==> config.mk <==
export PLATFORM = sky130hd
export DESIGN_NAME = fifo_to_com_flat
export DESIGN_NICKNAME = d
export VERILOG_FILES = /design/src/rtl/uart_pkg.sv /design/src/rtl/fifo_to_com_if.sv /design/src/rtl/uart_transmitter.sv /design/src/rtl/fifo_to_com.sv /design/src/flat_wrapper.sv
export SDC_FILE = /design/constraint.sdc
export NUM_CORES = 1
export LEC_CHECK = 0
export ABC_AREA = 0
export CORE_ASPECT_RATIO = 1.2
export CORE_UTILIZATION = 39
export CTS_CLUSTER_SIZE = 14
export DETAILED_ROUTE_END_ITERATION = 8
export PLACE_DENSITY_LB_ADDON = 0.08
export SLEW_MARGIN = 20
export SYNTH_ARGS = -nofsm -noshare
export SYNTH_HDL_FRONTEND = slang
export SYNTH_HIERARCHICAL = 1
export SYNTH_SLANG_ARGS = --single-unit
==> constraint.sdc <==
create_clock -name clk -period 2.85 [get_ports clk]
set_input_delay 0.57 -clock clk [delete_from_list [all_inputs] [get_ports clk]]
set_output_delay 0.57 -clock clk [all_outputs]
set_load 0.02 [all_outputs]
==> src/rtl/uart_pkg.sv <==
// Shared UART/CRC-8 constants, FSM state encoding and the bit-serial CRC step.
package uart_pkg;

    localparam int         CLKS_PER_BIT_DEF = 5208;
    localparam logic [7:0] CRC8_POLY        = 8'h07;
    localparam logic [7:0] CRC8_INIT        = 8'h00;

    typedef enum logic [2:0] {
        IDLE   = 3'd0,
        POP    = 3'd1,
        START  = 3'd2,
        DATA   = 3'd3,
        STOP   = 3'd4,
        CRCUPD = 3'd5,
        FLUSH  = 3'd6
    } state_t;

    // One MSB-first CRC-8 step: feedback is the outgoing MSB xor the new data bit.
    function automatic logic [7:0] crc8_step(input logic [7:0] crc, input logic b);
        return {crc[6:0], 1'b0} ^ ((crc[7] ^ b) ? CRC8_POLY : 8'h00);
    endfunction

endpackage

==> src/rtl/fifo_to_com_if.sv <==
// Bundle between the TX FIFO / frame controller (master) and fifo_to_com (slave).
interface fifo_to_com_if;
    logic       enable;
    logic       fifo_empty;
    logic [7:0] fifo_data_in;
    logic       fifo_re;
    logic       flush;
    logic       tx;
    logic       busy;
    logic       isFinish;
    logic [7:0] CRC;

    modport master (
        output enable, fifo_empty, fifo_data_in, flush,
        input  fifo_re, tx, busy, isFinish, CRC
    );

    modport slave (
        input  enable, fifo_empty, fifo_data_in, flush,
        output fifo_re, tx, busy, isFinish, CRC
    );
endinterface

==> src/rtl/uart_transmitter.sv <==
// 8N1 serialiser: load captures a byte, 10*CLKS_PER_BIT cycles of line time, done on the last stop-bit cycle.
// No backpressure: load is only issued while idle; bit_end marks the final cycle of every bit.
module uart_transmitter #(
    parameter int CLKS_PER_BIT = 5208
) (
    input  logic       clk,
    input  logic       reset,
    input  logic       load,
    input  logic [7:0] data,
    output logic       tx,
    output logic       bit_end,
    output logic       done
);
    localparam int             CW        = (CLKS_PER_BIT > 1) ? $clog2(CLKS_PER_BIT) : 1;
    localparam logic [CW-1:0]  BAUD_LAST = CW'(CLKS_PER_BIT - 1);

    logic [CW-1:0] baud_cnt;
    logic [3:0]    bit_cnt;
    logic [9:0]    shifter;
    logic          active;

    assign bit_end = active && (baud_cnt == BAUD_LAST);
    assign done    = bit_end && (bit_cnt == 4'd9);
    // Shifter refills with ones, so the line rests high between frames.
    assign tx      = shifter[0];

    always_ff @(posedge clk) begin
        if (reset) begin
            baud_cnt <= '0;
            bit_cnt  <= 4'd0;
            shifter  <= '1;
            active   <= 1'b0;
        end else if (load) begin
            baud_cnt <= '0;
            bit_cnt  <= 4'd0;
            shifter  <= {1'b1, data, 1'b0};
            active   <= 1'b1;
        end else if (active) begin
            if (bit_end) begin
                baud_cnt <= '0;
                shifter  <= {1'b1, shifter[9:1]};
                if (bit_cnt == 4'd9) begin
                    bit_cnt <= 4'd0;
                    active  <= 1'b0;
                end else begin
                    bit_cnt <= bit_cnt + 4'd1;
                end
            end else begin
                baud_cnt <= baud_cnt + 1'b1;
            end
        end
    end
endmodule

==> src/rtl/fifo_to_com.sv <==
// TX FIFO -> 8N1 UART with running CRC-8; 1 + 10*CLKS_PER_BIT + 8 cycles per byte (FIFO_TO_COM_CRC_APPEND_EN sends CRC on flush).
// Pops only when enabled, idle and non-empty; a started byte always completes; flush is honoured only in IDLE.
module fifo_to_com
    import uart_pkg::*;
#(
    parameter int CLKS_PER_BIT = CLKS_PER_BIT_DEF
) (
    input  logic          clk,
    input  logic          reset,
    fifo_to_com_if.slave  bus
);
    state_t     state;
    logic [7:0] shift_reg;
    logic [7:0] crc;
    logic [2:0] bit_idx;
    logic [2:0] crc_cnt;
    logic       fifo_re;
    logic       busy;
    logic       is_finish;

    logic       tx_load;
    logic [7:0] tx_data;
    logic       bit_end;
    logic       tx_done;

`ifdef FIFO_TO_COM_CRC_APPEND_EN
    logic       appending;
    assign tx_load = (state == POP) || (state == FLUSH);
    assign tx_data = (state == FLUSH) ? crc : bus.fifo_data_in;
`else
    assign tx_load = (state == POP);
    assign tx_data = bus.fifo_data_in;
`endif

    uart_transmitter #(.CLKS_PER_BIT(CLKS_PER_BIT)) u_tx (
        .clk     (clk),
        .reset   (reset),
        .load    (tx_load),
        .data    (tx_data),
        .tx      (bus.tx),
        .bit_end (bit_end),
        .done    (tx_done)
    );

    assign bus.fifo_re  = fifo_re;
    assign bus.busy     = busy;
    assign bus.isFinish = is_finish;
    assign bus.CRC      = crc;

    always_ff @(posedge clk) begin
        if (reset) begin
            state     <= IDLE;
            fifo_re   <= 1'b0;
            busy      <= 1'b0;
            is_finish <= 1'b0;
            crc       <= CRC8_INIT;
            shift_reg <= 8'h00;
            bit_idx   <= 3'd0;
            crc_cnt   <= 3'd0;
`ifdef FIFO_TO_COM_CRC_APPEND_EN
            appending <= 1'b0;
`endif
        end else begin
            is_finish <= 1'b0;
            case (state)
                IDLE: begin
                    if (bus.flush) begin
                        state <= FLUSH;
                        busy  <= 1'b1;
                    end else if (bus.enable && !bus.fifo_empty) begin
                        state   <= POP;
                        fifo_re <= 1'b1;
                        busy    <= 1'b1;
                    end
                end
                POP: begin
                    fifo_re   <= 1'b0;
                    shift_reg <= bus.fifo_data_in;
                    state     <= START;
                end
                START: begin
                    if (bit_end) state <= DATA;
                end
                DATA: begin
                    // bit_idx wraps 7->0 on the way into STOP
                    if (bit_end) begin
                        bit_idx <= bit_idx + 3'd1;
                        if (bit_idx == 3'd7) state <= STOP;
                    end
                end
                STOP: begin
                    if (tx_done) begin
`ifdef FIFO_TO_COM_CRC_APPEND_EN
                        if (appending) begin
                            appending <= 1'b0;
                            crc       <= CRC8_INIT;
                            is_finish <= 1'b1;
                            busy      <= 1'b0;
                            state     <= IDLE;
                        end else begin
                            state <= CRCUPD;
                        end
`else
                        state <= CRCUPD;
`endif
                    end
                end
                CRCUPD: begin
                    crc     <= crc8_step(crc, shift_reg[3'd7 - crc_cnt]);
                    crc_cnt <= crc_cnt + 3'd1;
                    if (crc_cnt == 3'd7) begin
                        state <= IDLE;
                        busy  <= 1'b0;
                    end
                end
                FLUSH: begin
`ifdef FIFO_TO_COM_CRC_APPEND_EN
                    appending <= 1'b1;
                    state     <= START;
`else
                    crc       <= CRC8_INIT;
                    is_finish <= 1'b1;
                    busy      <= 1'b0;
                    state     <= IDLE;
`endif
                end
                default: begin
                    state   <= IDLE;
                    fifo_re <= 1'b0;
                    busy    <= 1'b0;
                end
            endcase
        end
    end
endmodule

==> src/flat_wrapper.sv <==
// flat-port wrapper written by rule: the top's interface ports become plain ports
module fifo_to_com_flat import uart_pkg::*;
#(
    parameter int CLKS_PER_BIT = CLKS_PER_BIT_DEF
)
  (clk, reset, bus_enable, bus_fifo_empty, bus_fifo_data_in, bus_flush, bus_fifo_re, bus_tx, bus_busy, bus_isFinish, bus_CRC);
  fifo_to_com_if bus_i ();
  input  logic clk;
  input  logic reset;
  input wire logic [$bits(bus_i.enable)-1:0] bus_enable;
  input wire logic [$bits(bus_i.fifo_empty)-1:0] bus_fifo_empty;
  input wire logic [$bits(bus_i.fifo_data_in)-1:0] bus_fifo_data_in;
  input wire logic [$bits(bus_i.flush)-1:0] bus_flush;
  output wire logic [$bits(bus_i.fifo_re)-1:0] bus_fifo_re;
  output wire logic [$bits(bus_i.tx)-1:0] bus_tx;
  output wire logic [$bits(bus_i.busy)-1:0] bus_busy;
  output wire logic [$bits(bus_i.isFinish)-1:0] bus_isFinish;
  output wire logic [$bits(bus_i.CRC)-1:0] bus_CRC;
  assign bus_i.enable = bus_enable;
  assign bus_i.fifo_empty = bus_fifo_empty;
  assign bus_i.fifo_data_in = bus_fifo_data_in;
  assign bus_i.flush = bus_flush;
  assign bus_fifo_re = bus_i.fifo_re;
  assign bus_tx = bus_i.tx;
  assign bus_busy = bus_i.busy;
  assign bus_isFinish = bus_i.isFinish;
  assign bus_CRC = bus_i.CRC;
  fifo_to_com #(.CLKS_PER_BIT(CLKS_PER_BIT)) u_core (.clk(clk), .reset(reset), .bus(bus_i));
endmodule
# == Word level (Yosys, flattened, before mapping) ==
# Index checks and enable logic that the tools add are counted.
# totals
register_bits,55
in_bits,13
wordCells,85
output_inout_bits,12
# classes
n_lt_le_gt_ge,1
mux,28
n_eq_ne,18
n_bitwise,4
add_sub_neg,5
n_reduce_logical,17
# op_table
operator,count
$mux 9,3
$mux 3,8
$pmux 3 s6,1
$pmux 8 s2,1
$eq 3x3->1 const B,5
$add 13x1->13 const B,1
$eq 13x13->1 const B,1
$mux 13,1
$mux 1,10
$ne 2x1->1 const B,4
$xor 8x8->8,1
$add 3x1->3 const B,2
$eq 3x2->1 const B,2
$ne 2x2->1 const B,3
$reduce_and 2->1,3
$reduce_and 3->1,2
$reduce_and 6->1,1
$reduce_bool 2->1,3
$reduce_or 5->1,1
$add 4x1->4 const B,1
$eq 4x4->1 const B,1
$lt 3x4->1 const B,1
$mux 4,1
$reduce_or 4->1,1
12 further kinds,15

# == Depth between registers and ports, before layout ==
# logic_depth
ltp_word,7
depth_mapped,10
depth_no_buf,9

# == By module ==
# Netlist, hierarchy kept.
# modules_own_cells
module,area_per_inst_um2,instances,seq_area_each_um2,cells_per_inst
fifo_to_com,1315.0,1,560.5,140
uart_transmitter,1301.2,1,540.5,140

# == Worst setup path before layout ==
# No wires, ideal clock.
# synth_path
path_type,reg-to-reg
startpoint,reg u_core.u_tx.baud_cnt[0]
endpoint,reg u_core.state[1]
setup_ps,95
path_slack_ps,559
required_ps,2755
path_stages_with_launch,11
arrival_ps,2196
path_buffers,1
period_less_slack_ps,2291
path_cell_list,dfxtp_1 > ha_1 > and3_1 > buf_2 > nand4_1 > nor3b_1 > nand2b_1 > o31ai_1 > a221oi_1 > o21ai_0 > a221oi_1
# synth_between
elab_chain_cells,5
elab_cells_between_ends,7
classes_between,eq/ne: 4; reduce/logical: 3
# synth_rtl
element,line,text
"start, declared",uart_transmitter.sv:17,logic [CW-1:0] baud_cnt;
"start signal, assigned",uart_transmitter.sv:49,baud_cnt <= baud_cnt + 1'b1;
$eq 13x13->1,uart_transmitter.sv:22,assign bit_end = active && (baud_cnt == BAUD_LAST);
$logic_and 1x1->1,uart_transmitter.sv:22,
$logic_and 1x1->1,uart_transmitter.sv:23,assign done = bit_end && (bit_cnt == 4'd9);
via u_core.tx_done,fifo_to_com.sv:24,logic tx_done;
$ne 2x1->1 (no line),n/a,
$reduce_and 6->1 (no line),n/a,
"end signal, assigned",fifo_to_com.sv:52,state <= IDLE;
"end signal, assigned",fifo_to_com.sv:68,state <= FLUSH;
"end signal, assigned",fifo_to_com.sv:71,state <= POP;
"end, declared",fifo_to_com.sv:12,state_t state;
# The timed path passes the listed nets, and every way through them passes these cells.
# A chain may end at the register's enable or synchronous reset.

# == Worst setup path in the final report ==
# layout_path
startpoint,reg u_core.u_tx.baud_cnt[6]
endpoint,reg u_core.state[1]
# The elaborated chain is that of the path after synthesis.

==> results.cfg <==
[logic_synthesis]
syn_nets = 298
synth_edf_count = 0
syn_area_um2 = 2620
async_reset_ff_share_pct = 0
ys_seq_area_share_pct = 42.1
ys_warn_count = 6
ys_ff_latch = 55
netlist_instances = 280
synthFlopType = dfxtp_1
ys_types = 49
synth.avg_cell_area_um2 = 9.34

[pwr]
clkPwrFrac_pct = 23.6
power_mw = 1.99
internal_power_mw = 1.33
seqPwrFrac_pct = 49.1
p_leak_nw = 1.10
switching_share_pct = 32.9
pwr-share-comb_pct = 27.2
ir_worst_vdd_mv = 0.335
power.switching_mw = 0.654
p_per_area_nw_per_um2 = 656

[timing]
fin_worst_skew_ns = 0.00891
fmax_mhz = 408
worst_hold_slack_ns = 0.464
tns_ns = 0
worst_pin_slew_ns = 0.680
setup_violations = 0
rsz0062_at_grt = false
hold_violations = 0
slew_headroom_pct = 54.6
drv_slew = 0
fin_crit_sh_pct = 86.0
fin_crit_ns = 2.45

[clocking]
postCtsHoldBufs = 0
cts_setup_buffers = 0
cts_root_buffer = clkbuf_8
clock_latency_ns = 0.30
cts_tree = built
ctsResizeCount = 0
clk_pin_slew_ns = 0.10
numCtsBuffers = 5
cts.path.max_buffers = 2
htree_levels = 2
cts_sinks = 55

[drt]
wl_per_cell_um = 14.0
wl_met3_um = 125
drt-total-wl_mm = 5.33
ant_nets = 0
num_vias = 2021
via_per_inst = 5.29
wl_met1_mm = 2.65
dr.pass1.iters = 4
wl_met2_mm = 2.51
drc = 0
top_layer = met4
drt_iter0_drc = 132

[hold_path]
hp-class = register to register

[worst_setup_path]
critPathRequiredTime_ns = 3.05
critPathMaxFanout = 6
crit_type = register to register
endpoint_kind = register
start_kind = register
worstPathArrival_ns = 2.65

[final_layout]
multi_input_area_um2 = 1400
final_common_cell = dfxtp_1
largest_reg_flops = 13
n_fill_cell = 619
nets = 314
reg_top3 = u_core/u_tx/baud_cnt: 13 flops, u_core/u_tx/shifter: 9 flops
layout_common_cells = 55 x dfxtp_1, 27 x nor2_1, 24 x clkdlybuf4s50_1
insertedDiodeCount = 0
area_growth_pct = 15.7
regArea_um2 = 1100
fin_cells = 382
drive_gt1_share_pct = 8.42
max_flop_register = u_core/u_tx/baud_cnt

[global_routing]
gr-usage-all-layers_pct = 16.2
overflow = 0
grt_pass1_wl_mm = 9.28
grt_pass1_vias = 1987
grt_antenna_before_repair = 0
grt_start_max_net_pins = 40

[die]
die_area_um2 = 7040
die_h_um = 91.7
initial_core_util_pct = 40.6
core_um2 = 6450
die_w_um = 76.8
ios = 25
rows = 32

[place]
placedCellCount = 374
hpwl_mm = 3.58
routabilityCongestion = 0.780
portBuffers = 24

[status]
status = complete, no violations

[job]
drv_cap = 0
## power groups by stage
| stage | logic, mW | clock network (mW) | registers [mW] |
|---|---|---|---|
| final | 0.541 | 0.470 | 0.976 |
| after floorplan | 0.436 | 0 | 0.947 |
| after global routing | 0.600 | 0.518 | 0.994 |
| after detailed placement | 0.528 | 0 | 0.989 |
| after CTS | 0.530 | 0.491 | 0.974 |
| after global placement | 0.532 | 0 | 0.989 |
## cell type report
type                    count  area share (%)
multi-input cells         198            46.1
inverters                   6           0.785
clock buffers               7            3.18
well taps                  85            3.51
repair buffers             30            9.83
flip-flops and latches     55            36.4
clock inverters             1           0.248
## cells in the mapped netlist (all sizes together), types with 7 or more instances
cell | count | area, µm²
nor3 | 19 | 95.1
nor2 | 27 | 101
a22o | 7 | 61.3
dfxtp | 55 | 1100
a21oi | 10 | 50.1
xor2 | 14 | 130
o21ai | 7 | 35.0
nand2 | 11 | 41.3
clkbuf | 11 | 42.5
a211oi | 7 | 57.6
buf | 10 | 65.1
nor4 | 8 | 50.1
nand3 | 9 | 45.0
nor3b | 7 | 52.6
mux2i | 12 | 124
## worst paths after layout
| check | startpoint | end | slack (ns) | depth (start not counted) |
|---|---|---|---|---|
| setup reg to reg | u_core/u_tx/baud_cnt[6] | u_core/state[1] | 0.40 | 8 |
| setup / recovery | u_core/u_tx/baud_cnt[6] | u_core/state[1] | 0.40 | 8 |
| hold / removal | u_core/bit_idx[2] | u_core/bit_idx[2] | 0.46 | 2 |
| hold reg to reg | u_core/bit_idx[2] | u_core/bit_idx[2] | 0.46 | 2 |
## routing by layer
layer,global-route usage [%],vias up
li1,-,1045
met1,19.9,947
met2,27.5,25
met3,4.18,4
met4,5.13,0
met5,0,-
## cell families (layout without fill, tap and decap cells)
family                   count (synthesis)  after routing  share of synthesized area [%]
AND/OR/NAND/NOR                        111            111                           24.1
flip-flops                              55             55                           42.1
adder cells (fa/ha/maj)                  5              5                           2.39
multiplexers                            14             14                           6.74
AO/OA/AOI/OAI                           50             50                           13.4
buffers and inverters                   27             44                           5.02
XOR/XNOR                                18             18                           6.31
## worst max-delay path, stage by stage, from the launching register on
cell and delay (ns):
dfxtp_1 0.44, nor4b_4 0.31, nand4_1 0.25, nor3b_1 0.31
nand2b_1 0.15, o31ai_1 0.09, a221oi_2 0.42, o21ai_0 0.14
a221oi_1 0.24
## per-stage QoR
stage	area (µm²)	setup slack, ns	utilization [%]
2_1_floorplan	2620	0.559	-
4_1_cts	3020	0.261	46.9
3_3_place_gp	2920	0.388	45.3
6_report	3030	0.400	47.0
5_1_grt	3030	0.102	47.0
3_5_place_dp	2920	0.308	45.3
(Power assumes the default switching activity.)
